===== src/rtl/cpu_pkg.sv =====
`default_nettype none
// ============================================================================
// Module      : cpu_pkg
// Description : Shared CPU definitions for the MEM stage: writeback-select
//               encodings, MEM-stage FSM state type, the MEM/WB field bundle
//               and its bubble value.
// Ports       : none (package)
// Revision    : 1.0 - initial release
// ============================================================================
package cpu_pkg;

   // Writeback select encodings (2'b11 is reserved and behaves as ALU at WB)
   localparam logic [1:0] WD_ALU = 2'b00;
   localparam logic [1:0] WD_MEM = 2'b01;
   localparam logic [1:0] WD_PC4 = 2'b10;

   typedef enum logic [1:0] {
      IDLE = 2'd0,
      WAIT = 2'd1,
      DONE = 2'd2
   } state_t;

   // Everything the WB stage consumes from the MEM/WB register
   typedef struct packed {
      logic        RegWrite;
      logic [1:0]  WDSel;
      logic [31:0] ALU_result;
      logic [31:0] mem_rdata;
      logic [4:0]  wregnum;
      logic [31:0] PCPLUS4;
   } memwb_t;

   // A bubble never writes the register file
   localparam memwb_t c_MEMWB_BUBBLE = '0;

endpackage
`default_nettype wire


===== src/rtl/mem_access_ctrl_if.sv =====
`default_nettype none
// ============================================================================
// Module      : mem_access_ctrl_if
// Description : Signal bundle between the MEM-stage controller and its
//               surroundings (EXE/MEM register, data memory, WB stage,
//               hazard/stall fan-out).
// Ports       : none; modports
//               master - the MEM-stage controller
//               slave  - the environment (pipeline, memory, WB)
// Revision    : 1.0 - initial release
// ============================================================================
interface mem_access_ctrl_if;

   // EXE/MEM inputs and flush
   logic        clr;
   logic        RegWrite_in;
   logic        mem_w_in;
   logic [3:0]  wea_in;
   logic [1:0]  WDSel_in;
   logic [31:0] ALU_result_in;
   logic [31:0] ALU_B_in;
   logic [4:0]  wregnum_in;
   logic [31:0] PCPLUS4_in;

   // Data memory handshake
   logic        dm_req;
   logic        dm_we;
   logic [3:0]  dm_wea;
   logic [31:0] dm_addr;
   logic [31:0] dm_wdata;
   logic [31:0] dm_rdata;
   logic        dm_ack;

   // Pipeline control and WB outputs
   logic        stall;
   logic        RegWrite_out;
   logic [1:0]  WDSel_out;
   logic [31:0] ALU_result_out;
   logic [31:0] mem_rdata_out;
   logic [4:0]  wregnum_out;
   logic [31:0] PCPLUS4_out;
   logic        bus_err;

   modport master (
      input  clr, RegWrite_in, mem_w_in, wea_in, WDSel_in, ALU_result_in,
             ALU_B_in, wregnum_in, PCPLUS4_in, dm_rdata, dm_ack,
      output dm_req, dm_we, dm_wea, dm_addr, dm_wdata, stall, RegWrite_out,
             WDSel_out, ALU_result_out, mem_rdata_out, wregnum_out,
             PCPLUS4_out, bus_err
   );

   modport slave (
      output clr, RegWrite_in, mem_w_in, wea_in, WDSel_in, ALU_result_in,
             ALU_B_in, wregnum_in, PCPLUS4_in, dm_rdata, dm_ack,
      input  dm_req, dm_we, dm_wea, dm_addr, dm_wdata, stall, RegWrite_out,
             WDSel_out, ALU_result_out, mem_rdata_out, wregnum_out,
             PCPLUS4_out, bus_err
   );

endinterface
`default_nettype wire


===== src/rtl/mem_wb_reg.sv =====
`default_nettype none
// ============================================================================
// Module      : mem_wb_reg
// Description : MEM/WB pipeline register. Flush (i_clr) loads a bubble and
//               takes priority over the write enable.
// Ports       : clk   - rising-edge clock
//               rst_n - synchronous active-low reset
//               i_we  - load i_d
//               i_clr - load bubble
//               i_d   - next MEM/WB field set
//               o_q   - registered MEM/WB field set
// Revision    : 1.0 - initial release
// ============================================================================
module mem_wb_reg
   import cpu_pkg::*;
(
   input  wire logic   clk,
   input  wire logic   rst_n,
   input  wire logic   i_we,
   input  wire logic   i_clr,
   input  wire memwb_t i_d,
   output memwb_t      o_q
);

   memwb_t r_q;

   always_ff @(posedge clk) begin
      if (!rst_n) begin
         r_q <= c_MEMWB_BUBBLE;
      end else if (i_clr) begin
         r_q <= c_MEMWB_BUBBLE;
      end else if (i_we) begin
         r_q <= i_d;
      end
   end

   assign o_q = r_q;

endmodule
`default_nettype wire


===== src/rtl/mem_access_ctrl.sv =====
`default_nettype none
// ============================================================================
// Module      : mem_access_ctrl
// Description : MEM-stage controller. Issues a registered req/ack access to a
//               multi-cycle data memory for loads and stores, stalls the
//               upstream stages while the access is outstanding, force-
//               completes it after TIMEOUT_CYCLES (sticky bus_err) and feeds
//               the MEM/WB register.
// Ports       : clk   - rising-edge clock
//               rst_n - synchronous active-low reset
//               bus   - mem_access_ctrl_if.master (EXE/MEM inputs, clr,
//                       data memory handshake, stall, MEM/WB outputs, bus_err)
// Revision    : 1.0 - initial release
// ============================================================================
module mem_access_ctrl
   import cpu_pkg::*;
#(
   parameter int TIMEOUT_CYCLES = 255,
   parameter int CNT_W          = 8
)(
   input  wire logic          clk,
   input  wire logic          rst_n,
   mem_access_ctrl_if.master  bus
);

   // Timeout fires on the WAIT cycle in which the counter would reach
   // TIMEOUT_CYCLES, so an unacknowledged access spends exactly
   // TIMEOUT_CYCLES cycles in WAIT.
   localparam logic [CNT_W-1:0] c_CNT_LAST = CNT_W'(TIMEOUT_CYCLES - 1);

   state_t             r_state;
   logic [CNT_W-1:0]   r_cnt;
   logic [31:0]        r_buf;
   logic               r_squash;
   logic               r_bus_err;
   logic               r_dm_req;
   logic               r_dm_we;
   logic [3:0]         r_dm_wea;
   logic [31:0]        r_dm_addr;
   logic [31:0]        r_dm_wdata;

   logic               w_access;
   logic               w_stall;
   logic               w_wb_we;
   logic               w_wb_clr;
   logic [31:0]        w_rdata_sel;
   memwb_t             w_wb_d;
   memwb_t             w_wb_q;

   assign w_access = bus.mem_w_in | (bus.WDSel_in == WD_MEM);

   // Stall and MEM/WB control are decoded from state so that upstream sees
   // the stall in the same cycle the access is first presented.
   always_comb begin
      w_stall     = 1'b0;
      w_wb_we     = 1'b0;
      w_wb_clr    = 1'b0;
      w_rdata_sel = 32'h0;
      case (r_state)
         IDLE: begin
            if (bus.clr) begin
               w_wb_clr = 1'b1;          // flush beats a pending access
            end else if (w_access) begin
               w_stall  = 1'b1;          // MEM/WB holds while the access runs
            end else begin
               w_wb_we  = 1'b1;
            end
         end
         WAIT: begin
            w_stall = 1'b1;
         end
         DONE: begin
            w_rdata_sel = r_buf;
            if (r_squash || bus.clr) begin
               w_wb_clr = 1'b1;
            end else begin
               w_wb_we  = 1'b1;
            end
         end
         default: begin
            w_stall = 1'b0;
         end
      endcase
   end

   always_comb begin
      w_wb_d            = c_MEMWB_BUBBLE;
      w_wb_d.RegWrite   = bus.RegWrite_in;
      w_wb_d.WDSel      = bus.WDSel_in;
      w_wb_d.ALU_result = bus.ALU_result_in;
      w_wb_d.mem_rdata  = w_rdata_sel;
      w_wb_d.wregnum    = bus.wregnum_in;
      w_wb_d.PCPLUS4    = bus.PCPLUS4_in;
   end

   always_ff @(posedge clk) begin
      if (!rst_n) begin
         r_state    <= IDLE;
         r_cnt      <= '0;
         r_buf      <= 32'h0;
         r_squash   <= 1'b0;
         r_bus_err  <= 1'b0;
         r_dm_req   <= 1'b0;
         r_dm_we    <= 1'b0;
         r_dm_wea   <= 4'h0;
         r_dm_addr  <= 32'h0;
         r_dm_wdata <= 32'h0;
      end else begin
         case (r_state)
            IDLE: begin
               r_cnt <= '0;
               if (!bus.clr && w_access) begin
                  r_dm_req   <= 1'b1;
                  r_dm_we    <= bus.mem_w_in;
                  r_dm_wea   <= bus.mem_w_in ? bus.wea_in : 4'h0;
                  r_dm_addr  <= {bus.ALU_result_in[31:2], 2'b00};
                  r_dm_wdata <= bus.ALU_B_in;
                  r_squash   <= 1'b0;
                  r_state    <= WAIT;
               end
            end
            WAIT: begin
               r_cnt <= r_cnt + 1'b1;
               // A flush cannot abandon the bus cycle; remember it for DONE.
               if (bus.clr) begin
                  r_squash <= 1'b1;
               end
               // Ack is checked first so a same-cycle ack beats the timeout.
               if (bus.dm_ack) begin
                  r_buf    <= bus.dm_rdata;
                  r_dm_req <= 1'b0;
                  r_dm_we  <= 1'b0;
                  r_state  <= DONE;
               end else if (r_cnt == c_CNT_LAST) begin
                  r_buf     <= 32'h0;
                  r_bus_err <= 1'b1;
                  r_dm_req  <= 1'b0;
                  r_dm_we   <= 1'b0;
                  r_state   <= DONE;
               end
            end
            DONE: begin
               r_cnt    <= '0;
               r_squash <= 1'b0;
               r_state  <= IDLE;
            end
            default: begin
               r_state <= IDLE;
            end
         endcase
      end
   end

   mem_wb_reg u_mem_wb_reg (
      .clk   (clk),
      .rst_n (rst_n),
      .i_we  (w_wb_we),
      .i_clr (w_wb_clr),
      .i_d   (w_wb_d),
      .o_q   (w_wb_q)
   );

   assign bus.stall          = w_stall;
   assign bus.dm_req         = r_dm_req;
   assign bus.dm_we          = r_dm_we;
   assign bus.dm_wea         = r_dm_wea;
   assign bus.dm_addr        = r_dm_addr;
   assign bus.dm_wdata       = r_dm_wdata;
   assign bus.bus_err        = r_bus_err;
   assign bus.RegWrite_out   = w_wb_q.RegWrite;
   assign bus.WDSel_out      = w_wb_q.WDSel;
   assign bus.ALU_result_out = w_wb_q.ALU_result;
   assign bus.mem_rdata_out  = w_wb_q.mem_rdata;
   assign bus.wregnum_out    = w_wb_q.wregnum;
   assign bus.PCPLUS4_out    = w_wb_q.PCPLUS4;

endmodule
`default_nettype wire

===== src/flat_wrapper.sv =====
// flat-port wrapper written by rule: the top's interface ports become plain ports
module mem_access_ctrl_flat import cpu_pkg::*;
#(
   parameter int TIMEOUT_CYCLES = 255,
   parameter int CNT_W          = 8
)
  (clk, rst_n, bus_clr, bus_RegWrite_in, bus_mem_w_in, bus_wea_in, bus_WDSel_in, bus_ALU_result_in, bus_ALU_B_in, bus_wregnum_in, bus_PCPLUS4_in, bus_dm_rdata, bus_dm_ack, bus_dm_req, bus_dm_we, bus_dm_wea, bus_dm_addr, bus_dm_wdata, bus_stall, bus_RegWrite_out, bus_WDSel_out, bus_ALU_result_out, bus_mem_rdata_out, bus_wregnum_out, bus_PCPLUS4_out, bus_bus_err);
  mem_access_ctrl_if bus_i ();
  input  wire logic clk;
  input  wire logic rst_n;
  input wire logic [$bits(bus_i.clr)-1:0] bus_clr;
  input wire logic [$bits(bus_i.RegWrite_in)-1:0] bus_RegWrite_in;
  input wire logic [$bits(bus_i.mem_w_in)-1:0] bus_mem_w_in;
  input wire logic [$bits(bus_i.wea_in)-1:0] bus_wea_in;
  input wire logic [$bits(bus_i.WDSel_in)-1:0] bus_WDSel_in;
  input wire logic [$bits(bus_i.ALU_result_in)-1:0] bus_ALU_result_in;
  input wire logic [$bits(bus_i.ALU_B_in)-1:0] bus_ALU_B_in;
  input wire logic [$bits(bus_i.wregnum_in)-1:0] bus_wregnum_in;
  input wire logic [$bits(bus_i.PCPLUS4_in)-1:0] bus_PCPLUS4_in;
  input wire logic [$bits(bus_i.dm_rdata)-1:0] bus_dm_rdata;
  input wire logic [$bits(bus_i.dm_ack)-1:0] bus_dm_ack;
  output wire logic [$bits(bus_i.dm_req)-1:0] bus_dm_req;
  output wire logic [$bits(bus_i.dm_we)-1:0] bus_dm_we;
  output wire logic [$bits(bus_i.dm_wea)-1:0] bus_dm_wea;
  output wire logic [$bits(bus_i.dm_addr)-1:0] bus_dm_addr;
  output wire logic [$bits(bus_i.dm_wdata)-1:0] bus_dm_wdata;
  output wire logic [$bits(bus_i.stall)-1:0] bus_stall;
  output wire logic [$bits(bus_i.RegWrite_out)-1:0] bus_RegWrite_out;
  output wire logic [$bits(bus_i.WDSel_out)-1:0] bus_WDSel_out;
  output wire logic [$bits(bus_i.ALU_result_out)-1:0] bus_ALU_result_out;
  output wire logic [$bits(bus_i.mem_rdata_out)-1:0] bus_mem_rdata_out;
  output wire logic [$bits(bus_i.wregnum_out)-1:0] bus_wregnum_out;
  output wire logic [$bits(bus_i.PCPLUS4_out)-1:0] bus_PCPLUS4_out;
  output wire logic [$bits(bus_i.bus_err)-1:0] bus_bus_err;
  assign bus_i.clr = bus_clr;
  assign bus_i.RegWrite_in = bus_RegWrite_in;
  assign bus_i.mem_w_in = bus_mem_w_in;
  assign bus_i.wea_in = bus_wea_in;
  assign bus_i.WDSel_in = bus_WDSel_in;
  assign bus_i.ALU_result_in = bus_ALU_result_in;
  assign bus_i.ALU_B_in = bus_ALU_B_in;
  assign bus_i.wregnum_in = bus_wregnum_in;
  assign bus_i.PCPLUS4_in = bus_PCPLUS4_in;
  assign bus_i.dm_rdata = bus_dm_rdata;
  assign bus_i.dm_ack = bus_dm_ack;
  assign bus_dm_req = bus_i.dm_req;
  assign bus_dm_we = bus_i.dm_we;
  assign bus_dm_wea = bus_i.dm_wea;
  assign bus_dm_addr = bus_i.dm_addr;
  assign bus_dm_wdata = bus_i.dm_wdata;
  assign bus_stall = bus_i.stall;
  assign bus_RegWrite_out = bus_i.RegWrite_out;
  assign bus_WDSel_out = bus_i.WDSel_out;
  assign bus_ALU_result_out = bus_i.ALU_result_out;
  assign bus_mem_rdata_out = bus_i.mem_rdata_out;
  assign bus_wregnum_out = bus_i.wregnum_out;
  assign bus_PCPLUS4_out = bus_i.PCPLUS4_out;
  assign bus_bus_err = bus_i.bus_err;
  mem_access_ctrl #(.TIMEOUT_CYCLES(TIMEOUT_CYCLES), .CNT_W(CNT_W)) u_core (.clk(clk), .rst_n(rst_n), .bus(bus_i));
endmodule

===== config.mk =====
export PLATFORM = sky130hd
export DESIGN_NAME = mem_access_ctrl_flat
export DESIGN_NICKNAME = d
export VERILOG_FILES = /design/src/rtl/cpu_pkg.sv /design/src/rtl/mem_access_ctrl_if.sv /design/src/rtl/mem_wb_reg.sv /design/src/rtl/mem_access_ctrl.sv /design/src/flat_wrapper.sv
export SDC_FILE = /design/constraint.sdc
export NUM_CORES = 1
export LEC_CHECK = 0
export CAP_MARGIN = 10
export CORE_MARGIN = 4
export CORE_UTILIZATION = 45
export CTS_CLUSTER_DIAMETER = 150
export DETAILED_ROUTE_END_ITERATION = 10
export PLACE_DENSITY = 0.87
export SLEW_MARGIN = 25
export SYNTH_ARGS = -nofsm -noshare
export SYNTH_HDL_FRONTEND = slang
export SYNTH_HIERARCHICAL = 1
export SYNTH_SLANG_ARGS = --single-unit
export TNS_END_PERCENT = 30

===== constraint.sdc =====
create_clock -name clk -period 2 [get_ports clk]
set_clock_uncertainty 0.05 [all_clocks]
set_input_delay 0.4 -clock clk [delete_from_list [all_inputs] [get_ports clk]]
set_output_delay 0.4 -clock clk [all_outputs]
set_load 0.02 [all_outputs]

==> results.sh <==
export IMPL_std_cell_rows=50
export IMPL_power_density_nw_per_um2=803
export IMPL_seq_area_frac_synth_pct=50.0
export IMPL_critPathMaxStageDelay_ns=0.65
export IMPL_synthesis_area_um2=8650
export IMPL_grt_pass1_vias=7154
export IMPL_core_area_um2=18800
export IMPL_start_kind="flip-flop"
export IMPL_worstPathCellList="clkdlybuf4s50_1"
export IMPL_setup_violations_final=0
export IMPL_final_antenna_net_count=0
export IMPL_final_cell_mix="clkdlybuf4s50_1, dfxtp_1, nand2_1, nor2_1, mux2i_1"
export IMPL_area_growth_pct=48.9
export IMPL_track_usage_pct=21.5
export IMPL_synth_cell_types=39
export IMPL_crit_path_max_fanout=2
export IMPL_cp_data_required_time_ns=1.55
export IMPL_avgViaCountPerCell=4.91
export IMPL_die_area_um2=21500
export IMPL_yosysTopAreaCellShare_pct=50.0
export IMPL_rsz0062_at_grt="false"
export IMPL_synth_seq_cells=216
export IMPL_final_nets=1345
export IMPL_h_tree_depth=1
export IMPL_place_inst=1432
export IMPL_netlist_instances=883
export IMPL_wl_per_cell_um=16.6
export IMPL_post_route_min_period_ns=1.93
export IMPL_clk_pin_slew_ns=0.06
export IMPL_antenna_found_initial=0
export IMPL_drv_cap=0
export IMPL_synth_top_area_cell="dfxtp_1"
export IMPL_synthArstFlopShare_pct=0
export IMPL_ir_drop_uv=640
export IMPL_fmax_ghz=0.518
export IMPL_clkSinkCount=216
export IMPL_setup_tns_ns=0
export IMPL_initial_core_util_pct=46.0
export IMPL_synth_edf_count=0
export IMPL_cp_top_family="buffers and inverters"
export IMPL_grt_max_degree=52
export IMPL_overflow=0
export IMPL_final_common_cell="clkdlybuf4s50_1"
export IMPL_n_antenna_cell=0
export IMPL_status="completed"
export IMPL_clk_latency_ns=0.49
export IMPL_drtPass1Iterations=5
export IMPL_drive_above_1_share_pct=12.0
export IMPL_drt_iter0_markers=338
export IMPL_fp_dieH_um=147
export IMPL_worst_ep_arrival_time_ns=1.48
export IMPL_hp_class="in2reg"
export IMPL_cts_buffers=23
export IMPL_yosys_warnings=6
export IMPL_slew_violations=0
export IMPL_drt_total_wl_mm=24.4
export IMPL_synthFlopType="dfxtp_1"
export IMPL_port_buffers=318
export IMPL_worstSetupEndpointType="output port"
export IMPL_hold_buffers=0
export IMPL_critPathKind="reg2out"
export IMPL_fin_crit_sh_pct=96.6
export IMPL_fill_cells=1386
export IMPL_instances_no_fill=1474
export IMPL_clk_path_buf_depth=3
export IMPL_p_leak_uw=0.00462
export IMPL_yosys_top_cells_area="dfxtp_1, mux2i_1, a21boi_2, nand2_1, nor2_1"
export IMPL_drcViolationCount=0
export IMPL_grt_pass1_wl_mm=38.2
export IMPL_syn_avg_cell_area_um2=9.80
export IMPL_cts_tree="done"
export IMPL_crit_buf_inv=1
export IMPL_place_congestion=0.814
export IMPL_boundaryPins=321
export IMPL_dp_hpwl_mm=17.1
export IMPL_die_w_um=147
export IMPL_ctsRootBufferMaster="clkbuf_16"
export IMPL_hold_viol_final=0
export IMPL_num_vias=7242
export IMPL_slowest_stage="clkdlybuf4s50_1"
logic make-up after synthesis:
logic type / after synthesis / synth area share, %
multiplexers: 104 / 12.0
AND/OR/NAND/NOR: 335 / 16.3
adder cells (fa/ha/maj): 2 / 0.289
AO/OA/AOI/OAI: 149 / 14.5
other: 1 / 0.0433
buffers and inverters: 71 / 6.36
XOR/XNOR: 5 / 0.506
flip-flops: 216 / 50.0
cells in the mapped netlist (all sizes together), types with 2 or more instances:
library cell and number:
or3 3, nand3 5, nand2b 2, nor2b 3, clkbuf 30, a21boi 102, dfxtp 216, and2 32
xor2 4, buf 36, nand2 164, inv 5, nor2 116, mux2i 104, nor3 2, nand4 3
o21ai 36, o21a 2, a21oi 6, ha 2
layer usage:
layer  global-route usage, %  routed length (µm)  up-vias
li1                        -                   -     3531
met1                    26.3                9910     3398
met2                    37.7               12100      267
met3                    5.52                1830       46
met4                    5.69                 566        0
met5                       0                   0        -
per-stage QoR:
step / hold slack [ns] / utilization (%) / cell area [µm²] / power, µW / setup WS [ns]
final: 0.154 / 68.4 / 12900 / 10300 / 0.0688
after detailed placement: 0.397 / 64.1 / 12100 / 6050 / -0.671
after CTS: 0.215 / 68.3 / 12900 / 10500 / -0.0874
after floorplan: 0.397 / - / 8660 / 5360 / 0.160
after global placement: 0.388 / 64.1 / 12100 / 6020 / -0.727
after global routing: 0.177 / 68.4 / 12900 / 10800 / 0.000385
final timing paths:
kind	slack, ns	startpoint	endpoint	cells past startpoint
min	0.15	bus_WDSel_in[1]	u_core/u_mem_wb_reg/o_q[102]$_SDFFE_PP0P_	3
max reg2reg	0.18	u_core/r_state[1]$_SDFFE_PN0P_	u_core/u_mem_wb_reg/o_q[81]$_SDFFE_PP0P_	7
min reg2reg	0.40	u_core/bus.dm_wea[1]$_SDFFE_PN0P_	u_core/bus.dm_wea[1]$_SDFFE_PN0P_	2
max	0.07	u_core/bus.dm_addr[25]$_SDFFE_PN0P_	bus_dm_addr[25]	1
registers in the layout, summed over array words and instances (netlist names):
name,count
u_core/bus.dm_we,1
u_core/bus.dm_wea,4
u_core/r_state,2
u_core/u_mem_wb_reg/o_q,104
u_core/bus.dm_addr,30
u_core/bus.dm_req,1
u_core/r_cnt,8
u_core/bus.bus_err,1
u_core/r_squash,1
u_core/r_buf,32
u_core/bus.dm_wdata,32
cell type report:
class	count	area (µm²)	area share, %
sequential	216	4320	33.6
multi-input combinational	597	3800	29.5
timing repair buffer	355	3620	28.1
clock buffer	31	656	5.09
tap	260	325	2.53
clock inverter	10	135	1.05
inverter	5	18.8	0.146
report_power, final:
part	switching, µW	internal [µW]
logic	692	755
clock network	1690	2690
registers	71.3	4440
timing repair:
item                                    CTS  global route
cloned                                    0             0
buffers inserted                          0             1
resized for setup                         9             2
endpoints found under the setup margin   99            97
pin swaps                                 1             2
Power figures use the tool's default switching activity.
